## src/rtl/grf_pkg.sv

```systemverilog
// Shared widths and the write-request record used by the GRF write-port arbiter.
package grf_pkg;

  localparam int REG_AW = 5;
  localparam int DATA_W = 32;

  typedef struct packed {
    logic [REG_AW-1:0] addr;
    logic [DATA_W-1:0] data;
    logic [DATA_W-1:0] pc;
  } grf_wr_t;

endpackage

```

## src/rtl/grf_wr_arbiter_if.sv

```systemverilog
// Bus bundle between the writeback/long-latency producers, decode and the GRF write port.
interface grf_wr_arbiter_if;
  import grf_pkg::*;

  logic              wb_valid;
  logic [REG_AW-1:0] wb_addr;
  logic [DATA_W-1:0] wb_data;
  logic [DATA_W-1:0] wb_pc;

  // md_valid/md_ready: a request transfers on a rising edge where both are high; once
  // raised, md_valid and its payload stay stable until that edge. md_ready is registered-only.
  logic              md_valid;
  logic              md_ready;
  logic [REG_AW-1:0] md_addr;
  logic [DATA_W-1:0] md_data;
  logic [DATA_W-1:0] md_pc;

  logic              grf_we;
  logic [REG_AW-1:0] grf_a3;
  logic [DATA_W-1:0] grf_wd;
  logic [DATA_W-1:0] grf_pc;

  logic [REG_AW-1:0] rd_a1;
  logic [REG_AW-1:0] rd_a2;
  logic              pend1;
  logic              pend2;
  logic              stall_req;

  modport master (
    output wb_valid, wb_addr, wb_data, wb_pc,
    output md_valid, md_addr, md_data, md_pc,
    output rd_a1, rd_a2,
    input  md_ready, grf_we, grf_a3, grf_wd, grf_pc,
    input  pend1, pend2, stall_req
  );

  modport slave (
    input  wb_valid, wb_addr, wb_data, wb_pc,
    input  md_valid, md_addr, md_data, md_pc,
    input  rd_a1, rd_a2,
    output md_ready, grf_we, grf_a3, grf_wd, grf_pc,
    output pend1, pend2, stall_req
  );

endinterface

```

## src/rtl/grf_wr_fifo.sv

```systemverilog
// Circular buffer of pending long-latency GRF writes; exposes per-entry valid/address for hazard checks.
module grf_wr_fifo
  import grf_pkg::*;
#(
  parameter int DEPTH = 2
) (
  input  logic                         clk,
  input  logic                         reset,
  input  logic                         push,
  input  grf_wr_t                      push_entry,
  input  logic                         pop,
  output grf_wr_t                      head,
  output logic                         full,
  output logic                         empty,
  output logic [DEPTH-1:0]             entry_valid,
  output logic [DEPTH-1:0][REG_AW-1:0] entry_addr
);

  localparam int PW = (DEPTH > 1) ? $clog2(DEPTH) : 1;

  grf_wr_t          mem [DEPTH];
  logic [PW-1:0]    wr_ptr;
  logic [PW-1:0]    rd_ptr;
  logic [DEPTH-1:0] valid_q;

  function automatic logic [PW-1:0] ptr_inc(input logic [PW-1:0] p);
    return (p == PW'(DEPTH - 1)) ? '0 : p + PW'(1);
  endfunction

  // A per-slot valid bit doubles as the occupancy record: push and pop never
  // touch the same slot in one cycle because pop needs an entry and push needs a hole.
  always_ff @(posedge clk or negedge reset) begin
    if (!reset) begin
      wr_ptr  <= '0;
      rd_ptr  <= '0;
      valid_q <= '0;
    end else begin
      if (push) begin
        valid_q[wr_ptr] <= 1'b1;
        wr_ptr          <= ptr_inc(wr_ptr);
      end
      if (pop) begin
        valid_q[rd_ptr] <= 1'b0;
        rd_ptr          <= ptr_inc(rd_ptr);
      end
    end
  end

  always_ff @(posedge clk) begin
    if (push) begin
      mem[wr_ptr] <= push_entry;
    end
  end

  always_comb begin
    entry_addr = '0;
    for (int i = 0; i < DEPTH; i++) begin
      entry_addr[i] = mem[i].addr;
    end
  end

  assign head        = mem[rd_ptr];
  assign full        = &valid_q;
  assign empty       = ~|valid_q;
  assign entry_valid = valid_q;

endmodule

```

## src/rtl/grf_wr_arbiter.sv

```systemverilog
// Shares the GRF write port between never-stalling writeback and buffered long-latency writes.
module grf_wr_arbiter
  import grf_pkg::*;
#(
  parameter int DEPTH        = 2,
  parameter int STARVE_LIMIT = 4
) (
  input  logic              clk,
  input  logic              reset,
  grf_wr_arbiter_if.slave   bus
);

  localparam int AGE_W = (STARVE_LIMIT > 0) ? $clog2(STARVE_LIMIT + 1) : 1;

  grf_wr_t                      wb_entry;
  grf_wr_t                      md_entry;
  grf_wr_t                      head;
  grf_wr_t                      out_q;
  logic                         we_q;
  logic                         full;
  logic                         empty;
  logic                         push;
  logic                         pop;
  logic [DEPTH-1:0]             entry_valid;
  logic [DEPTH-1:0][REG_AW-1:0] entry_addr;
  logic [AGE_W-1:0]             age_q;
  logic [AGE_W-1:0]             age_d;
  logic                         stall_q;
  logic                         hit1;
  logic                         hit2;

  assign wb_entry = '{addr: bus.wb_addr, data: bus.wb_data, pc: bus.wb_pc};
  assign md_entry = '{addr: bus.md_addr, data: bus.md_data, pc: bus.md_pc};

  // Ready comes from registered fullness only, so a pop cannot open a slot for a same-cycle push.
  assign push = bus.md_valid && !full;
  assign pop  = !bus.wb_valid && !empty;

  grf_wr_fifo #(.DEPTH(DEPTH)) u_fifo (
    .clk         (clk),
    .reset       (reset),
    .push        (push),
    .push_entry  (md_entry),
    .pop         (pop),
    .head        (head),
    .full        (full),
    .empty       (empty),
    .entry_valid (entry_valid),
    .entry_addr  (entry_addr)
  );

  always_ff @(posedge clk or negedge reset) begin
    if (!reset) begin
      out_q <= '0;
      we_q  <= 1'b0;
    end else if (bus.wb_valid) begin
      out_q <= wb_entry;
      we_q  <= 1'b1;
    end else if (pop) begin
      out_q <= head;
      we_q  <= 1'b1;
    end else begin
      we_q  <= 1'b0;
    end
  end

  // Age saturates at the limit; stall_req tracks the new age so it drops right after a pop.
  always_comb begin
    age_d = '0;
    if (!empty && !pop) begin
      age_d = (age_q < AGE_W'(STARVE_LIMIT)) ? age_q + AGE_W'(1) : age_q;
    end
  end

  always_ff @(posedge clk or negedge reset) begin
    if (!reset) begin
      age_q   <= '0;
      stall_q <= 1'b0;
    end else begin
      age_q   <= age_d;
      stall_q <= (age_d >= AGE_W'(STARVE_LIMIT));
    end
  end

  always_comb begin
    hit1 = we_q && (out_q.addr == bus.rd_a1);
    hit2 = we_q && (out_q.addr == bus.rd_a2);
    for (int i = 0; i < DEPTH; i++) begin
      if (entry_valid[i] && (entry_addr[i] == bus.rd_a1)) hit1 = 1'b1;
      if (entry_valid[i] && (entry_addr[i] == bus.rd_a2)) hit2 = 1'b1;
    end
  end

  assign bus.pend1     = hit1 && (bus.rd_a1 != '0);
  assign bus.pend2     = hit2 && (bus.rd_a2 != '0);
  assign bus.md_ready  = !full;
  assign bus.grf_we    = we_q;
  assign bus.grf_a3    = out_q.addr;
  assign bus.grf_wd    = out_q.data;
  assign bus.grf_pc    = out_q.pc;
  assign bus.stall_req = stall_q;

endmodule

```

## src/flat_wrapper.sv

```systemverilog
// flat-port wrapper written by rule: the top's interface ports become plain ports
module grf_wr_arbiter_flat import grf_pkg::*;
#(
  parameter int DEPTH        = 2,
  parameter int STARVE_LIMIT = 4
)
  (clk, reset, bus_wb_valid, bus_wb_addr, bus_wb_data, bus_wb_pc, bus_md_valid, bus_md_addr, bus_md_data, bus_md_pc, bus_rd_a1, bus_rd_a2, bus_md_ready, bus_grf_we, bus_grf_a3, bus_grf_wd, bus_grf_pc, bus_pend1, bus_pend2, bus_stall_req);
  grf_wr_arbiter_if bus_i ();
  input  logic clk;
  input  logic reset;
  input wire logic [$bits(bus_i.wb_valid)-1:0] bus_wb_valid;
  input wire logic [$bits(bus_i.wb_addr)-1:0] bus_wb_addr;
  input wire logic [$bits(bus_i.wb_data)-1:0] bus_wb_data;
  input wire logic [$bits(bus_i.wb_pc)-1:0] bus_wb_pc;
  input wire logic [$bits(bus_i.md_valid)-1:0] bus_md_valid;
  input wire logic [$bits(bus_i.md_addr)-1:0] bus_md_addr;
  input wire logic [$bits(bus_i.md_data)-1:0] bus_md_data;
  input wire logic [$bits(bus_i.md_pc)-1:0] bus_md_pc;
  input wire logic [$bits(bus_i.rd_a1)-1:0] bus_rd_a1;
  input wire logic [$bits(bus_i.rd_a2)-1:0] bus_rd_a2;
  output wire logic [$bits(bus_i.md_ready)-1:0] bus_md_ready;
  output wire logic [$bits(bus_i.grf_we)-1:0] bus_grf_we;
  output wire logic [$bits(bus_i.grf_a3)-1:0] bus_grf_a3;
  output wire logic [$bits(bus_i.grf_wd)-1:0] bus_grf_wd;
  output wire logic [$bits(bus_i.grf_pc)-1:0] bus_grf_pc;
  output wire logic [$bits(bus_i.pend1)-1:0] bus_pend1;
  output wire logic [$bits(bus_i.pend2)-1:0] bus_pend2;
  output wire logic [$bits(bus_i.stall_req)-1:0] bus_stall_req;
  assign bus_i.wb_valid = bus_wb_valid;
  assign bus_i.wb_addr = bus_wb_addr;
  assign bus_i.wb_data = bus_wb_data;
  assign bus_i.wb_pc = bus_wb_pc;
  assign bus_i.md_valid = bus_md_valid;
  assign bus_i.md_addr = bus_md_addr;
  assign bus_i.md_data = bus_md_data;
  assign bus_i.md_pc = bus_md_pc;
  assign bus_i.rd_a1 = bus_rd_a1;
  assign bus_i.rd_a2 = bus_rd_a2;
  assign bus_md_ready = bus_i.md_ready;
  assign bus_grf_we = bus_i.grf_we;
  assign bus_grf_a3 = bus_i.grf_a3;
  assign bus_grf_wd = bus_i.grf_wd;
  assign bus_grf_pc = bus_i.grf_pc;
  assign bus_pend1 = bus_i.pend1;
  assign bus_pend2 = bus_i.pend2;
  assign bus_stall_req = bus_i.stall_req;
  grf_wr_arbiter #(.DEPTH(DEPTH), .STARVE_LIMIT(STARVE_LIMIT)) u_core (.clk(clk), .reset(reset), .bus(bus_i));
endmodule
```

## config.mk

```make
export PLATFORM = sky130hd
export DESIGN_NAME = grf_wr_arbiter_flat
export DESIGN_NICKNAME = d
export VERILOG_FILES = /design/src/rtl/grf_pkg.sv /design/src/rtl/grf_wr_arbiter_if.sv /design/src/rtl/grf_wr_fifo.sv /design/src/rtl/grf_wr_arbiter.sv /design/src/flat_wrapper.sv
export SDC_FILE = /design/constraint.sdc
export NUM_CORES = 1
export LEC_CHECK = 0
export BUFFER_PORTS_ARGS = -buffer_cell sky130_fd_sc_hd__buf_2
export CORE_MARGIN = 5
export CORE_UTILIZATION = 30
export DETAILED_ROUTE_END_ITERATION = 10
export PLACE_DENSITY = 0.58
export SKIP_CTS_REPAIR_TIMING = 1
export SLEW_MARGIN = 20
export SYNTH_ARGS = -nofsm -noshare
export SYNTH_HDL_FRONTEND = slang
export SYNTH_HIERARCHICAL = 1
export SYNTH_SLANG_ARGS = --single-unit
```

## constraint.sdc

```tcl
create_clock -name clk -period 9.7 [get_ports clk]
set_input_delay 0 -clock clk [delete_from_list [all_inputs] [get_ports clk]]
set_output_delay 0 -clock clk [all_outputs]
set_load 0.005 [all_outputs]
```

==> results of run 1 <==
## final cells by class
type	count	area, um2
diodes	1	2.50
clock buffers	35	702
clock inverters	9	133
fillers	2851	17600
inverters	2	7.51
multi-input cells	343	2860
flip-flops and latches	215	6070
well taps	396	495
repair buffers	382	2700
## placed cells by master, fill, tap and decap left out, types with 2 or more instances in the layout
cell	synthesis	layout
a32oi_1	2	2
clkinv_1	0	2
dlygate4sd3_1	0	149
nand2b_1	2	2
o21ai_0	69	69
a21oi_1	2	2
buf_2	8	223
buf_4	12	9
nor4_1	3	3
mux2_2	2	2
mux2i_1	70	70
xnor2_1	6	6
xor2_1	27	27
clkinv_2	0	2
dfrtp_1	77	76
and2_1	4	3
nor2_1	8	7
inv_1	2	2
bufinv_16	0	3
nand2_1	69	69
or4_1	2	2
mux2_4	67	67
clkbuf_16	0	24
clkbuf_1	7	5
a2bb2oi_1	2	2
nand3_1	2	2
edfxtp_1	138	138
clkbuf_8	0	6
nor4_2	3	3
## cell families (layout without fill, tap and decap cells)
family,Yosys count,in the layout,share of synthesized area (%)
flip-flops,215,215,65.3
AO/OA/AOI/OAI,75,75,4.20
buffers and inverters,43,428,4.12
XOR/XNOR,33,33,3.11
adder cells (fa/ha/maj),1,1,0.135
AND/OR/NAND/NOR,95,95,4.52
other,0,1,0
multiplexers,139,139,18.6
## sequential cells by signal (all words and copies together), names as in the netlist
| register | count |
|---|---|
| u_core/age_q | 3 |
| u_core/bus.grf_a3 | 5 |
| u_core/bus.grf_pc | 32 |
| u_core/bus.grf_wd | 32 |
| u_core/bus.grf_we | 1 |
| u_core/u_fifo/entry_valid | 2 |
| u_core/u_fifo/mem | 138 |
| u_core/u_fifo/rd_ptr | 1 |
| u_core/u_fifo/wr_ptr | 1 |
## how the worst max path moves through the flow
| stage | from | endpoint | cells after the start |
|---|---|---|---|
| CTS | u_core/u_fifo/entry_valid[1] | u_core/u_fifo/mem[0][22] | 4 |
| detailed placement | u_core/u_fifo/entry_valid[1] | u_core/u_fifo/mem[0][12] | 4 |
| finish | u_core/u_fifo/entry_valid[1] | u_core/u_fifo/mem[0][44] | 4 |
| floorplan | u_core/u_fifo/entry_valid[1] | u_core/u_fifo/mem[0][0] | 3 |
| global route | u_core/u_fifo/entry_valid[0] | u_core/u_fifo/mem[0][29] | 4 |
| global placement | u_core/u_fifo/entry_valid[1] | u_core/u_fifo/mem[0][32] | 4 |
## critical path, cell delays in order (launching register included)
cell	delay (ns)
dfrtp_1	0.43
and2_1	0.19
nor2b_1	0.24
nor2b_4	0.73
buf_4	0.69
## power groups by stage
stage / Combinational [mW] / Clock, mW / Sequential (mW)
after CTS: 0.965 / 0.979 / 1.38
final: 0.989 / 0.947 / 1.38
after floorplan: 0.777 / 0 / 1.36
after detailed placement: 0.965 / 0 / 1.40
after global routing: 1.08 / 1.01 / 1.41
after global placement: 0.948 / 0 / 1.39
## stage by stage
| step | util, % | setup WS, ns | hold WS [ns] | power, mW |
|---|---|---|---|---|
| final | 42.4 | 7.00 | -0.0524 | 3.32 |
| after global routing | 42.4 | 6.86 | 0.00458 | 3.51 |
| after CTS | 37.4 | 6.90 | -0.615 | 3.33 |
| after detailed placement | 34.7 | 6.92 | -0.0405 | 2.36 |
| after global placement | 34.7 | 7.02 | -0.0515 | 2.34 |
| after floorplan | - | 5.34 | -0.296 | 2.13 |
## per-layer routing
| metal | routed length [um] | vias up |
|---|---|---|
| met2 | 11000 | 184 |
| met5 | 13 | - |
| li1 | - | 2908 |
| met1 | 9990 | 2905 |
| met3 | 1480 | 34 |
| met4 | 546 | 2 |
==> flow_summary.json, run 1 <==
{
  "cts_tree": "yes",
  "gp_congestion": 0.758,
  "critPathMaxFanout": 45,
  "min_period_ns": 2.70,
  "dpl.cell_count": 1188,
  "fin_worst_hold_slack_ns": -0.0524,
  "fin_area_um2": 13000,
  "fin_crit_sh_pct": 27.8,
  "syn_area_um2": 9300,
  "detail-route-antenna-nets": 0,
  "synth_seq_area_share_pct": 65.3,
  "vias": 6033,
  "hold_class": "in2reg",
  "combPwrFrac_pct": 29.8,
  "io_pins": 226,
  "grt_use_met2_pct": 19.2,
  "synth_area_leaders": "edfxtp_1 45%, dfrtp_1 21%, mux2_4 11%",
  "final_cells": 1383,
  "synth_common_cells": "138 x edfxtp_1, 77 x dfrtp_1, 70 x mux2i_1",
  "post-route-drc-count": 0,
  "met1_usage_pct": 15.6,
  "p_sw_mw": 0.960,
  "design.core.area_um2": 30600,
  "status": "complete, but fails checks",
  "rr_worst_depth": 4,
  "nNetsFinal": 1121,
  "path_clk_slew_ns": 0.06,
  "synth_warnings": 6,
  "worstSetupPathType": "reg2reg",
  "grt-ovfl-total": 0,
  "cts_buffers": 24,
  "cts_buffer_depth": 3,
  "p_int_mw": 2.36,
  "root_buffer": "clkbuf_16",
  "dp_hpwl_mm": 13.9,
  "clock_latency_ns": 0.53,
  "post-synth-top-count-cell": "edfxtp_1",
  "drive_above_1_share_pct": 35.1,
  "skew_ns": 0.0127,
  "synth_nets": 754,
  "wl_per_cell_um": 16.7,
  "maxCapViolations": 0,
  "via_per_inst": 4.36,
  "r2r_start": "u_core/u_fifo/entry_valid[1]",
  "min_to": "u_core/bus.grf_pc[26]",
  "tns_ns": 0,
  "whs_path_depth": 3,
  "peakVddDrop_uv": 156,
  "synth_enable_flop_cells": 138,
  "yosysTopAreaCell": "edfxtp_1",
  "use_met3_pct": 3.69,
  "worstMarginPinSlew_ns": 0.955,
  "area_delta_synth_final_pct": 39.5,
  "hold_viol": 19,
  "synth-seq-cells": 215,
  "clkPwrFrac_pct": 28.6,
  "portBuffers": 225,
  "drt-pass1-iter-count": 4,
  "grt_max_degree": 95,
  "worstPathRequired_ns": 9.85,
  "grt_pass1_vias": 5801,
  "drt-total-wl_mm": 23.0,
  "cp.arrival_ns": 2.85,
  "rr_endpoint": "u_core/u_fifo/mem[0][44]",
  "synth_ff_type": "edfxtp_1",
  "reg2reg_slack_ns": 7.00,
  "top_usage_layer": "met2",
  "power_density_nw_per_um2": 256,
  "syn_inst": 601,
  "die_w_um": 186,
  "htree_levels": 1,
  "seqPwrFrac_pct": 41.6,
  "antenna_found_initial": 2,
  "grt_use_total_pct": 11.9,
  "final_max_slew_viol_count": 0,
  "slew_headroom_pct": 36.3,
  "ys_types": 27,
  "yosys.area.top_type_share_pct": 44.6,
  "final-setup-viol-count": 0,
  "drtIter0Drc": 239,
  "synth.avg_cell_area_um2": 15.5,
  "worstSetupStartpointType": "flop",
  "fmax_mhz": 371,
  "placed_area_um2": 10600,
  "grt_first_pass_wirelength_mm": 32.4,
  "cp-end-kind": "flop",
  "sw_frac_of_total_pct": 29.0,
  "dieArea_um2": 34600,
  "p_leak_nw": 5.47,
  "initial_core_util_pct": 30.4,
  "min_from": "bus_wb_valid",
  "rows": 64,
  "fp.dieH_um": 186,
  "async_reset_ff_share_pct": 35.8,
  "rsz0062_at_grt": "no",
  "clkSinkCount": 215,
  "violations": "hold timing"
}
Note: power is estimated with default switching activity, not from simulation.
==> run 2, diff against run 1 <==
- PLACE_DENSITY: 0.58 -> 0.6
- clock period: 9.7 -> 2.35 ns (I/O delays scaled with it)
==> run 2 against run 1 <==
Against the previous run:
- the run still ends with hold timing left
- global-route usage decreased by 0.34 points
- die area did not move
- worst hold slack improved by 0.019 ns
- clock-buffer cell count down 3
- register-to-register slack worse by 6.6 ns
- critical path depth grew 1
- sequential share of layout area decreased by 0.16 points
- design area up 0.34%
- clock skew fell by 0.0024 ns
- via count down 0.13%
- combinational power increased to 4.4 times the previous value
- total power grew to 4.1 times the previous value
==> flow_summary.json, run 2 (synthesis gave the netlist of run 1 again) <==
{
  "r2r_start": "u_core/u_fifo/entry_valid[0]",
  "worstPathRequired_ns": 2.74,
  "dieArea_um2": 34600,
  "io_pins": 226,
  "rows": 64,
  "design.core.area_um2": 30600,
  "htree_levels": 1,
  "top_register": "u_core/u_fifo/mem",
  "power_density_nw_per_um2": 1050,
  "grt-ovfl-total": 0,
  "worstMarginPinSlew_ns": 0.671,
  "path_clk_slew_ns": 0.06,
  "tns_ns": 0,
  "fin_worst_hold_slack_ns": -0.0329,
  "violations": "hold timing",
  "cts_buffer_depth": 3,
  "min_period_ns": 1.98,
  "fillCellCount": 2790,
  "slew_headroom_pct": 55.3,
  "crit_buf_inv": 2,
  "cp.arrival_ns": 2.38,
  "p_leak_nw": 5.48,
  "skew_ns": 0.0103,
  "cp.depth": 5,
  "rr_worst_depth": 5,
  "cts_buffers": 25,
  "largest_reg_flops": 138,
  "reg2reg_slack_ns": 0.37,
  "status": "complete, but fails checks",
  "final_max_slew_viol_count": 0,
  "worst_path_max_delay_cell": "dlygate4sd3_1",
  "antenna_found_initial": 0,
  "power_mw": 13.7,
  "rsz0062_at_grt": "no",
  "path_delay_family": "buffers and inverters",
  "root_buffer": "clkbuf_16",
  "area_delta_synth_final_pct": 40.0,
  "n_antenna_cell": 0,
  "cts_tree": "yes",
  "mostFrequentLayoutCells": "223 x buf_2, 146 x dlygate4sd3_1, 138 x edfxtp_1",
  "hold_viol": 12,
  "grt_use_total_pct": 11.6,
  "worstPathCellList": "nor2_4, buf_12, mux2i_1, o21ai_0, dlygate4sd3_1",
  "via_per_inst": 4.35,
  "initial_core_util_pct": 30.4,
  "max_stage_delay_ns": 0.58,
  "maxCapViolations": 0,
  "post-route-drc-count": 0,
  "fp.dieH_um": 186,
  "detail-route-antenna-nets": 0,
  "rr_endpoint": "u_core/bus.grf_pc[20]",
  "final_common_cell": "buf_2",
  "hold_class": "in2reg",
  "drive_above_1_share_pct": 35.2,
  "gp_congestion": 0.799,
  "crit_path_end": "u_core/bus.grf_pc[20]",
  "clkSinkCount": 215,
  "fmax_mhz": 505,
  "nNetsFinal": 1124,
  "critPathMaxFanout": 42,
  "grt_pass1_vias": 5705,
  "vias": 6025,
  "wl_per_cell_um": 16.3,
  "drt-total-wl_mm": 22.6,
  "peakVddDrop_uv": 560,
  "clock_latency_ns": 0.51,
  "drt-pass1-iter-count": 4,
  "portBuffers": 225,
  "die_w_um": 186,
  "fin_crit_sh_pct": 84.3,
  "cp-end-kind": "flop",
  "grt_first_pass_wirelength_mm": 31.4,
  "dp_hpwl_mm": 14.3,
  "worstSetupPathType": "reg2reg",
  "drtIter0Drc": 309,
  "grt_max_degree": 57,
  "final-setup-viol-count": 0,
  "worstSetupStartpointType": "flop",
  "crit_start": "u_core/u_fifo/entry_valid[0]"
}
## run 2: cell count changes in the layout (fill, tap and decap cells not counted), sizes merged
cell and delta:
dlygate4sd3 -3, buf +5, clkbuf -3, clkinv +1, clkinvlp +3, diode -1
## run 2: worst min path at each step
stage / slack [ns] / cells after the start / end / from
4_1_cts: -0.49 / 1 / u_core/bus.grf_wd[27] / reset
2_1_floorplan: -0.30 / 0 / u_core/age_q[0] / reset
5_1_grt: 0.005 / 3 / u_core/bus.grf_wd[0] / bus_wb_valid
6_report: -0.03 / 3 / u_core/bus.grf_pc[27] / bus_wb_valid
3_3_place_gp: 0.08 / 1 / u_core/bus.grf_wd[27] / reset
3_5_place_dp: 0.08 / 1 / u_core/bus.grf_wd[27] / reset
## run 2: stage by stage
step | std cells | utilization, % | worst slack, ns | area (um2) | hold slack, ns
after global placement | 1194 | 35.2 | 0.453 | 10800 | 0.0765
final | 1385 | 42.5 | 0.368 | 13000 | -0.0329
after CTS | 1239 | 37.8 | 0.414 | 11600 | -0.489
after detailed placement | 1194 | 35.2 | 0.443 | 10800 | 0.0810
after floorplan | 601 | - | 0.0772 | 9300 | -0.296
after global routing | 1385 | 42.5 | 0.263 | 13000 | 0.00529
## run 2: worst reg2reg max path: cells and delay by family (launching register included)
family	cells	cell delay, ns
buffers and inverters	2	0.89
flip-flops	1	0.45
multiplexers	1	0.26
AND/OR/NAND/NOR	1	0.17
AO/OA/AOI/OAI	1	0.09
## run 2: layer usage
layer / track usage [%] / part of all wire (%) / routed length, um / up-vias
li1: - / - / - / 2921
met1: 16.0 / 44 / 9890 / 2876
met2: 18.4 / 47 / 10700 / 194
met3: 3.42 / 7.3 / 1650 / 34
met4: 2.42 / 1.6 / 354 / 0
met5: 0 / 0 / 0 / -
## run 2: where the power goes
part | switching [mW] | total [mW] | internal, mW | leakage [nW]
Combinational | 2.00 | 4.32 | 2.32 | 2.89
Clock | 1.49 | 3.77 | 2.28 | 0.378
Sequential | 0.507 | 5.62 | 5.11 | 2.21
## run 2: layout make-up
type,count,area (um2),share of cell area [%]
flip-flops and latches,215,6070,46.7
multi-input cells,343,2860,22.0
repair buffers,384,2780,21.3
clock buffers,32,652,5.01
well taps,396,495,3.81
clock inverters,13,146,1.12
inverters,2,7.51,0.0577
